`src/rtl/dav_audio_pkg.sv`:
```
// Shared widths, the note-table entry record and the sequencer state encoding.
package dav_audio_pkg;

  localparam int DIV_W = 26;
  localparam int DUR_W = 16;

  typedef struct packed {
    logic [DIV_W-1:0] div;
    logic [DUR_W-1:0] dur;
  } note_t;

  typedef enum logic [2:0] {
    IDLE   = 3'd0,
    LOAD   = 3'd1,
    PLAY   = 3'd2,
    GAP    = 3'd3,
    FINISH = 3'd4
  } seq_state_t;

  // Cycles per duration tick; never allowed to fall below one cycle.
  function automatic int calc_tick_cycles(input int clk_hz, input int tick_hz);
    int cyc;
    cyc = clk_hz / tick_hz;
    if (cyc < 1) cyc = 1;
    return cyc;
  endfunction

endpackage

```
`src/rtl/melody_sequencer_tone_gen.sv`:
```
// Square-wave tone generator: free-running period counter plus a registered audio bit.
module tone_gen
  import dav_audio_pkg::*;
(
  input  logic             clock,
  input  logic             rst,
  input  logic             clear,
  input  logic             enable,
  input  logic [DIV_W-1:0] divisor,
  output logic             wave
);

  logic [DIV_W-1:0] tone_cnt_q, tone_cnt_d;
  logic [DIV_W:0]   tone_cnt_inc;
  logic             wave_q, wave_d;

  // Next period count and the level for the current phase; divisors below 2 are rests.
  always_comb begin
    tone_cnt_inc = {1'b0, tone_cnt_q} + {{DIV_W{1'b0}}, 1'b1};
    tone_cnt_d   = tone_cnt_q;
    wave_d       = 1'b0;
    if (clear) begin
      tone_cnt_d = '0;
    end else if (enable) begin
      wave_d = (divisor >= DIV_W'(2)) && (tone_cnt_q >= (divisor >> 1));
      // Wrapping on >= keeps a rest divisor (0 or 1) pinned at zero.
      if (tone_cnt_inc >= {1'b0, divisor}) begin
        tone_cnt_d = '0;
      end else begin
        tone_cnt_d = tone_cnt_inc[DIV_W-1:0];
      end
    end
  end

  // Register the count and the audio bit.
  always_ff @(posedge clock or posedge rst) begin
    if (rst) begin
      tone_cnt_q <= '0;
      wave_q     <= 1'b0;
    end else begin
      tone_cnt_q <= tone_cnt_d;
      wave_q     <= wave_d;
    end
  end

  assign wave = wave_q;

endmodule

```
`src/rtl/melody_sequencer.sv`:
```
// Note-table melody player: table storage, sequencing FSM, tick and duration timing.
//
//  state  | meaning
//  IDLE   | waiting for start; outputs quiet, note_idx holds last entry
//  LOAD   | one cycle: latch table[idx] into cur, clear tone/tick/duration counters
//  PLAY   | tone on for cur.dur ticks
//  GAP    | silence for GAP_TICKS ticks, then next entry or finish
//  FINISH | one cycle: done pulse, then loop back or return to IDLE
module melody_sequencer
  import dav_audio_pkg::*;
#(
  parameter int CLK_HZ    = 50_000_000,
  parameter int TICK_HZ   = 1000,
  parameter int NUM_NOTES = 16,
  parameter int GAP_TICKS = 20,
  parameter int LOOP      = 0
) (
  input  logic                         clock,
  input  logic                         rst,
  input  logic                         start,
  input  logic                         stop,
  input  logic                         wr_en,
  input  logic [$clog2(NUM_NOTES)-1:0] wr_addr,
  input  logic [DIV_W-1:0]             wr_divisor,
  input  logic [DUR_W-1:0]             wr_duration,
  output logic                         busy,
  output logic                         done,
  output logic [$clog2(NUM_NOTES)-1:0] note_idx,
  output logic                         audio_out
);

  localparam int TICK_CYCLES = calc_tick_cycles(CLK_HZ, TICK_HZ);
  localparam int TICK_W      = (TICK_CYCLES > 1) ? $clog2(TICK_CYCLES) : 1;
  localparam int IDX_W       = $clog2(NUM_NOTES);

  note_t             note_tbl_q [NUM_NOTES];
  note_t             note_tbl_d [NUM_NOTES];

  seq_state_t        state_q, state_d;
  logic [IDX_W-1:0]  idx_q, idx_d;
  note_t             cur_q, cur_d;
  logic [TICK_W-1:0] tick_cnt_q, tick_cnt_d;
  logic [DUR_W-1:0]  dur_cnt_q, dur_cnt_d;
  logic              busy_q, busy_d;
  logic              done_q, done_d;

  logic              tick;
  logic [TICK_W-1:0] tick_cnt_nxt;
  logic              play_last;
  logic              gap_last;
  logic              tone_clear;
  logic              tone_enable;

  // Table write port; out-of-range addresses are dropped.
  always_comb begin
    note_tbl_d = note_tbl_q;
    if (wr_en && (32'(wr_addr) < 32'(NUM_NOTES))) begin
      note_tbl_d[wr_addr] = note_t'{div: wr_divisor, dur: wr_duration};
    end
  end

  // Table storage, cleared to all-zero entries by reset.
  always_ff @(posedge clock or posedge rst) begin
    if (rst) begin
      for (int i = 0; i < NUM_NOTES; i++) begin
        note_tbl_q[i] <= '0;
      end
    end else begin
      note_tbl_q <= note_tbl_d;
    end
  end

  // Sequencer next-state, timing counters and registered status outputs.
  always_comb begin
    state_d    = state_q;
    idx_d      = idx_q;
    cur_d      = cur_q;
    tick_cnt_d = tick_cnt_q;
    dur_cnt_d  = dur_cnt_q;
    tone_clear = 1'b0;

    tick         = (tick_cnt_q == TICK_W'(TICK_CYCLES - 1));
    tick_cnt_nxt = tick ? '0 : tick_cnt_q + TICK_W'(1);
    // cur.dur is never zero while in PLAY, so the subtraction cannot wrap there.
    play_last    = tick && (dur_cnt_q == cur_q.dur - DUR_W'(1));
    gap_last     = tick && (dur_cnt_q == DUR_W'(GAP_TICKS - 1));

    case (state_q)
      IDLE: begin
        tick_cnt_d = '0;
        dur_cnt_d  = '0;
        if (start && !stop) begin
          state_d = LOAD;
          idx_d   = '0;
        end
      end
      LOAD: begin
        cur_d      = note_tbl_q[idx_q];
        tick_cnt_d = '0;
        dur_cnt_d  = '0;
        tone_clear = 1'b1;
        state_d    = (note_tbl_q[idx_q].dur == '0) ? FINISH : PLAY;
      end
      PLAY: begin
        tick_cnt_d = tick_cnt_nxt;
        if (play_last) begin
          dur_cnt_d = '0;
          state_d   = GAP;
        end else if (tick) begin
          dur_cnt_d = dur_cnt_q + DUR_W'(1);
        end
      end
      GAP: begin
        tick_cnt_d = tick_cnt_nxt;
        if (gap_last) begin
          dur_cnt_d = '0;
          if (idx_q == IDX_W'(NUM_NOTES - 1)) begin
            state_d = FINISH;
          end else begin
            idx_d   = idx_q + IDX_W'(1);
            state_d = LOAD;
          end
        end else if (tick) begin
          dur_cnt_d = dur_cnt_q + DUR_W'(1);
        end
      end
      FINISH: begin
        if ((LOOP == 1) && (note_tbl_q[0].dur != '0)) begin
          idx_d   = '0;
          state_d = LOAD;
        end else begin
          state_d = IDLE;
        end
      end
      default: begin
        state_d = IDLE;
      end
    endcase

    // stop overrides everything once playback is underway.
    if (stop && (state_q != IDLE)) begin
      state_d = IDLE;
    end

    busy_d = (state_d != IDLE);
    done_d = (state_d == FINISH);
  end

  // Sequencer registers.
  always_ff @(posedge clock or posedge rst) begin
    if (rst) begin
      state_q    <= IDLE;
      idx_q      <= '0;
      cur_q      <= '0;
      tick_cnt_q <= '0;
      dur_cnt_q  <= '0;
      busy_q     <= 1'b0;
      done_q     <= 1'b0;
    end else begin
      state_q    <= state_d;
      idx_q      <= idx_d;
      cur_q      <= cur_d;
      tick_cnt_q <= tick_cnt_d;
      dur_cnt_q  <= dur_cnt_d;
      busy_q     <= busy_d;
      done_q     <= done_d;
    end
  end

  // A stop during PLAY silences the output on the very next cycle.
  assign tone_enable = (state_q == PLAY) && !stop;

  tone_gen u_tone_gen (
    .clock   (clock),
    .rst     (rst),
    .clear   (tone_clear),
    .enable  (tone_enable),
    .divisor (cur_q.div),
    .wave    (audio_out)
  );

  assign busy     = busy_q;
  assign done     = done_q;
  assign note_idx = idx_q;

endmodule

```
`config.mk`:
```
export PLATFORM = sky130hd
export DESIGN_NAME = melody_sequencer
export DESIGN_NICKNAME = d
export VERILOG_FILES = /design/src/rtl/dav_audio_pkg.sv /design/src/rtl/melody_sequencer_tone_gen.sv /design/src/rtl/melody_sequencer.sv
export SDC_FILE = /design/constraint.sdc
export NUM_CORES = 2
export LEC_CHECK = 0
export ABC_CLOCK_PERIOD_IN_PS = 29200
export BUFFER_PORTS_ARGS = -buffer_cell sky130_fd_sc_hd__buf_4
export CORE_MARGIN = 2
export CORE_UTILIZATION = 38
export CTS_BUF_LIST = sky130_fd_sc_hd__clkbuf_8
export DETAILED_ROUTE_END_ITERATION = 6
export GPL_ROUTABILITY_DRIVEN = 0
export PLACE_DENSITY = 0.51
export SKIP_LAST_GASP = 1
export SLEW_MARGIN = 5
export SYNTH_ARGS = -nofsm -noshare
export SYNTH_HDL_FRONTEND = slang
export SYNTH_SLANG_ARGS = --single-unit
```
`constraint.sdc`:
```
create_clock -name clock -period 29.2 [get_ports clock]
set_clock_uncertainty 0.05 [all_clocks]
set_input_delay 2.92 -clock clock [delete_from_list [all_inputs] [get_ports clock]]
set_output_delay 2.92 -clock clock [all_outputs]
set_load 0.1 [all_outputs]
```
==> flow_metrics.env <==
export IMPL_clock_latency_ns=0.81
export IMPL_cts_clk_slew_worst_paths_ns=0.06
export IMPL_pre_cts_ws_ns=23.48
export IMPL_drv_slew=0
export IMPL_setup_viol=0
export IMPL_crit_start="u_tone_gen.tone_cnt_q[0]"
export IMPL_drive_gt1_share_pct=43.61
export IMPL_crit_buf_inv=0
export IMPL_cp_start_kind="register"
export IMPL_synth_ff_type="dfrtp_1"
export IMPL_synthMuxAreaShare_pct=32.61
export IMPL_cap_violations=0
export IMPL_avgSynthCellArea_um2=14.22
export IMPL_synth_compound_area_share_pct=4.029
export IMPL_cts_hold_buf=0
export IMPL_drt_initial_drc_count=1243
export IMPL_crit_required_ns=29.86
export IMPL_die_w_um=316.6
export IMPL_core_area_um2=96710
export IMPL_power_mw=3.022
export IMPL_seqPwrFrac_pct=48.1
export IMPL_path_depth=14
export IMPL_syn_inst=2611
export IMPL_numCtsBuffers=142
export IMPL_viasPerCell=5.634
export IMPL_cts_tree="yes"
export IMPL_intPower_mw=2.207
export IMPL_placement_rows=114
export IMPL_yosysWarnings=0
export IMPL_yosysSeqAreaShare_pct=52.69
export IMPL_switching_share_pct=26.96
export IMPL_cp_slowest_cell="a21oi_2"
export IMPL_ys_ff_latch=782
export IMPL_synth_edff_count=0
export IMPL_h_tree_depth=4
export IMPL_hold_viol_final=0
export IMPL_grt_pass1_vias=24559
export IMPL_period_share_pct=17.53
export IMPL_synth_top_family_by_area="multiplexers"
export IMPL_ys_async_sr_fraction_pct=100.0
export IMPL_tightestPinTransition_ns=1.264
export IMPL_crit_end="u_tone_gen.tone_cnt_q[5]"
export IMPL_cts_setup_buffers=0
export IMPL_hp_class="reg -> reg"
export IMPL_outcome="completed"
export IMPL_dieArea_um2=100300
export IMPL_slew_headroom_pct=15.77
export IMPL_rrSetupSlack_ns=24.08
export IMPL_clock_power_share_pct=34.2
export IMPL_cp_top_family="compound AO/OA/AOI/OAI gates"
export IMPL_arrival_ns=5.78
export IMPL_critPathMaxStageDelay_ns=0.98
export IMPL_synth_fp_nets=2718
export IMPL_yosys_area_share_simple_pct=5.181
export IMPL_num_vias=22681
export IMPL_comb_power_share_pct=17.6
export IMPL_path_max_fanout=27
export IMPL_path_cells="ha_1 -> and4_1 -> nand3_1 -> nor3_1 -> and3_1 -> xor2_1 -> ha_1 -> a21o_1 -> a21o_1 -> a21oi_1 -> o2111ai_1 -> a21oi_2 -> a41oi_1 -> a31oi_1"
export IMPL_p_sw_mw=0.8149
export IMPL_netlist_cell_type_count=68
export IMPL_grt_max_degree=178
export IMPL_grt_pass1_wl_mm=152.0
export IMPL_wl_per_cell_um=24.16
export IMPL_die_h_um=316.6
export IMPL_max_vdd_ir_drop_uv=38.34
export IMPL_fin_tns_setup_ns=0
export IMPL_synth_adder_area_share_pct=1.887
export IMPL_p_per_area_nw_per_um2=72.55
export IMPL_grt_use_total_pct=20.04
export IMPL_drt_pass1_iterations=5
export IMPL_start_util_pct=38.41
export IMPL_synthToLayoutAreaGrowth_pct=12.16
export IMPL_period_needed_ns=5.120
export IMPL_crit_type="reg -> reg"
export IMPL_synth_xor_area_share_pct=1.038
export IMPL_overflow=0
export IMPL_hold_slack_ns=0.4474
export IMPL_boundaryPins=58
export IMPL_syn_area_um2=37140
export IMPL_regArea_um2=19580
export IMPL_ant_nets=0
export IMPL_final_nets=2749
export IMPL_antenna_found_initial=3
export IMPL_r2r_cells=14
export IMPL_max_clock_freq_mhz=195.3
export IMPL_p_leak_nw=17.64
export IMPL_fillers=8793
export IMPL_cts_buffer_depth=3
export IMPL_rr_startpoint="u_tone_gen.tone_cnt_q[0]"
export IMPL_end_kind="register"
export IMPL_reg2reg_to="u_tone_gen.tone_cnt_q[5]"
export IMPL_ctsRootBufferMaster="clkbuf_8"
export IMPL_dp_hpwl_mm=55.38
export IMPL_drc=0
export IMPL_postRouteWirelength_mm=97.28
export IMPL_fin_ws_ns=24.08
export IMPL_rsz0062_at_grt="false"
export IMPL_numPortBuffers=57
export IMPL_multi_input_area_um2=16740
export IMPL_clock_sinks=782
export IMPL_cts_resized=0
-- stage by stage --
stage | instance area (µm²) | util, % | instances
after floorplan | 37140 | - | 2611
final | 41660 | 43.07 | 4026
after detailed placement | 38780 | 40.10 | 3774
after global routing | 41660 | 43.07 | 4026
after global placement | 38780 | 40.10 | 3774
after CTS | 41640 | 43.06 | 4021
-- per-layer routing --
metal | GRT usage [%] | vias to the layer above | part of all wire (%)
met5 | 0 | - | 0
met3 | 3.349 | 169 | 3.3
met4 | 6.014 | 0 | 2.3
met1 | 27.83 | 12246 | 46
li1 | - | 9842 | -
met2 | 32.37 | 424 | 48
-- cell families (layout without fill, tap and decap cells) --
family,after synthesis,in the layout
buffers and inverters,247,381
XOR/XNOR,44,44
multiplexers,892,892
AO/OA/AOI/OAI,223,223
other,0,5
adder cells (fa/ha/maj),56,56
AND/OR/NAND/NOR,367,367
flip-flops,782,782
-- cells in the mapped netlist, types with 7 or more instances --
master | count | area [µm²]
a21o_1 | 14 | 105.1
a21oi_1 | 25 | 125.1
a221oi_1 | 10 | 87.58
a22o_1 | 7 | 61.31
a22oi_1 | 24 | 180.2
a31oi_1 | 15 | 93.84
a41oi_1 | 7 | 61.31
and2_1 | 8 | 50.05
and3_1 | 21 | 131.4
and4_1 | 9 | 78.83
buf_1 | 12 | 45.04
buf_2 | 18 | 90.09
clkbuf_1 | 172 | 645.6
dfrtp_1 | 782 | 19570
ha_1 | 56 | 700.7
inv_1 | 44 | 165.2
mux2_2 | 684 | 7702
mux2i_1 | 22 | 220.2
mux4_2 | 186 | 4189
nand2_1 | 108 | 405.4
nand2b_1 | 8 | 50.05
nand3_1 | 40 | 200.2
nand4_1 | 33 | 206.5
nor2_1 | 53 | 198.9
nor2b_1 | 13 | 81.33
nor3_1 | 14 | 70.07
nor4_1 | 20 | 125.1
o21ai_0 | 67 | 335.3
o31ai_1 | 10 | 75.07
or3_1 | 9 | 56.30
xnor2_1 | 27 | 236.5
xor2_1 | 17 | 148.9
-- cells in the final DEF, fill, tap and decap left out, types with 6 or more instances in the layout --
cell type / n
inv_1: 85
a221oi_1: 10
nand3_1: 40
nor2_4: 9
a22oi_1: 24
nor4_1: 20
clkinv_2: 10
inv_6: 6
nand2_1: 107
dfrtp_1: 778
o21ai_0: 66
mux2_2: 684
a31oi_1: 15
xnor2_1: 27
and3_1: 21
or3_1: 7
a41oi_1: 7
o31ai_1: 10
xor2_1: 17
a22o_1: 7
nor2b_1: 12
clkbuf_8: 180
mux4_2: 186
a21oi_1: 24
nor3_1: 14
nand4_1: 33
ha_1: 56
and4_1: 9
mux2i_1: 22
buf_4: 89
a21o_1: 14
nor2_1: 43
and2_1: 8
-- how the worst min path moves through the flow --
| stage | startpoint | to | slack [ns] | depth (start not counted) |
|---|---|---|---|---|
| floorplan | tick_cnt_q[2] | tick_cnt_q[2] | 0.41 | 1 |
| global placement | note_tbl_q[570] | note_tbl_q[570] | 0.43 | 1 |
| detailed placement | note_tbl_q[579] | note_tbl_q[579] | 0.44 | 1 |
| CTS | note_tbl_q[584] | note_tbl_q[584] | 0.45 | 1 |
| global route | note_tbl_q[533] | note_tbl_q[533] | 0.46 | 1 |
| finish | note_tbl_q[579] | note_tbl_q[579] | 0.45 | 1 |
-- registers in the layout, summed over array words and instances, names as in the netlist --
name                   count
busy                       1
cur_q                     42
done                       1
dur_cnt_q                 16
note_idx                   4
note_tbl_q               672
state_q                    3
tick_cnt_q                16
u_tone_gen.tone_cnt_q     26
u_tone_gen.wave            1
-- power by group through the flow --
stage / registers [mW] / logic (mW) / clock network, mW
after floorplan: 1.43 / 0.429 / 0
after global placement: 1.45 / 0.519 / 0
after detailed placement: 1.47 / 0.539 / 0
after CTS: 1.45 / 0.541 / 1.07
after global routing: 1.48 / 0.588 / 1.13
final: 1.45 / 0.533 / 1.04
-- final cells by class --
cell class                      instances  share of cell area (%)
Sequential cell                       782                   47.01
Multi-Input combinational cell       1582                   40.20
Clock buffer                          180                   5.947
Tap cell                             1276                   3.833
Timing Repair Buffer                   90                   1.652
Clock inverter                         67                  0.9191
Inverter                               44                  0.4145
Antenna cell                            5                 0.03004
Note: power is estimated with default switching activity, not from simulation.
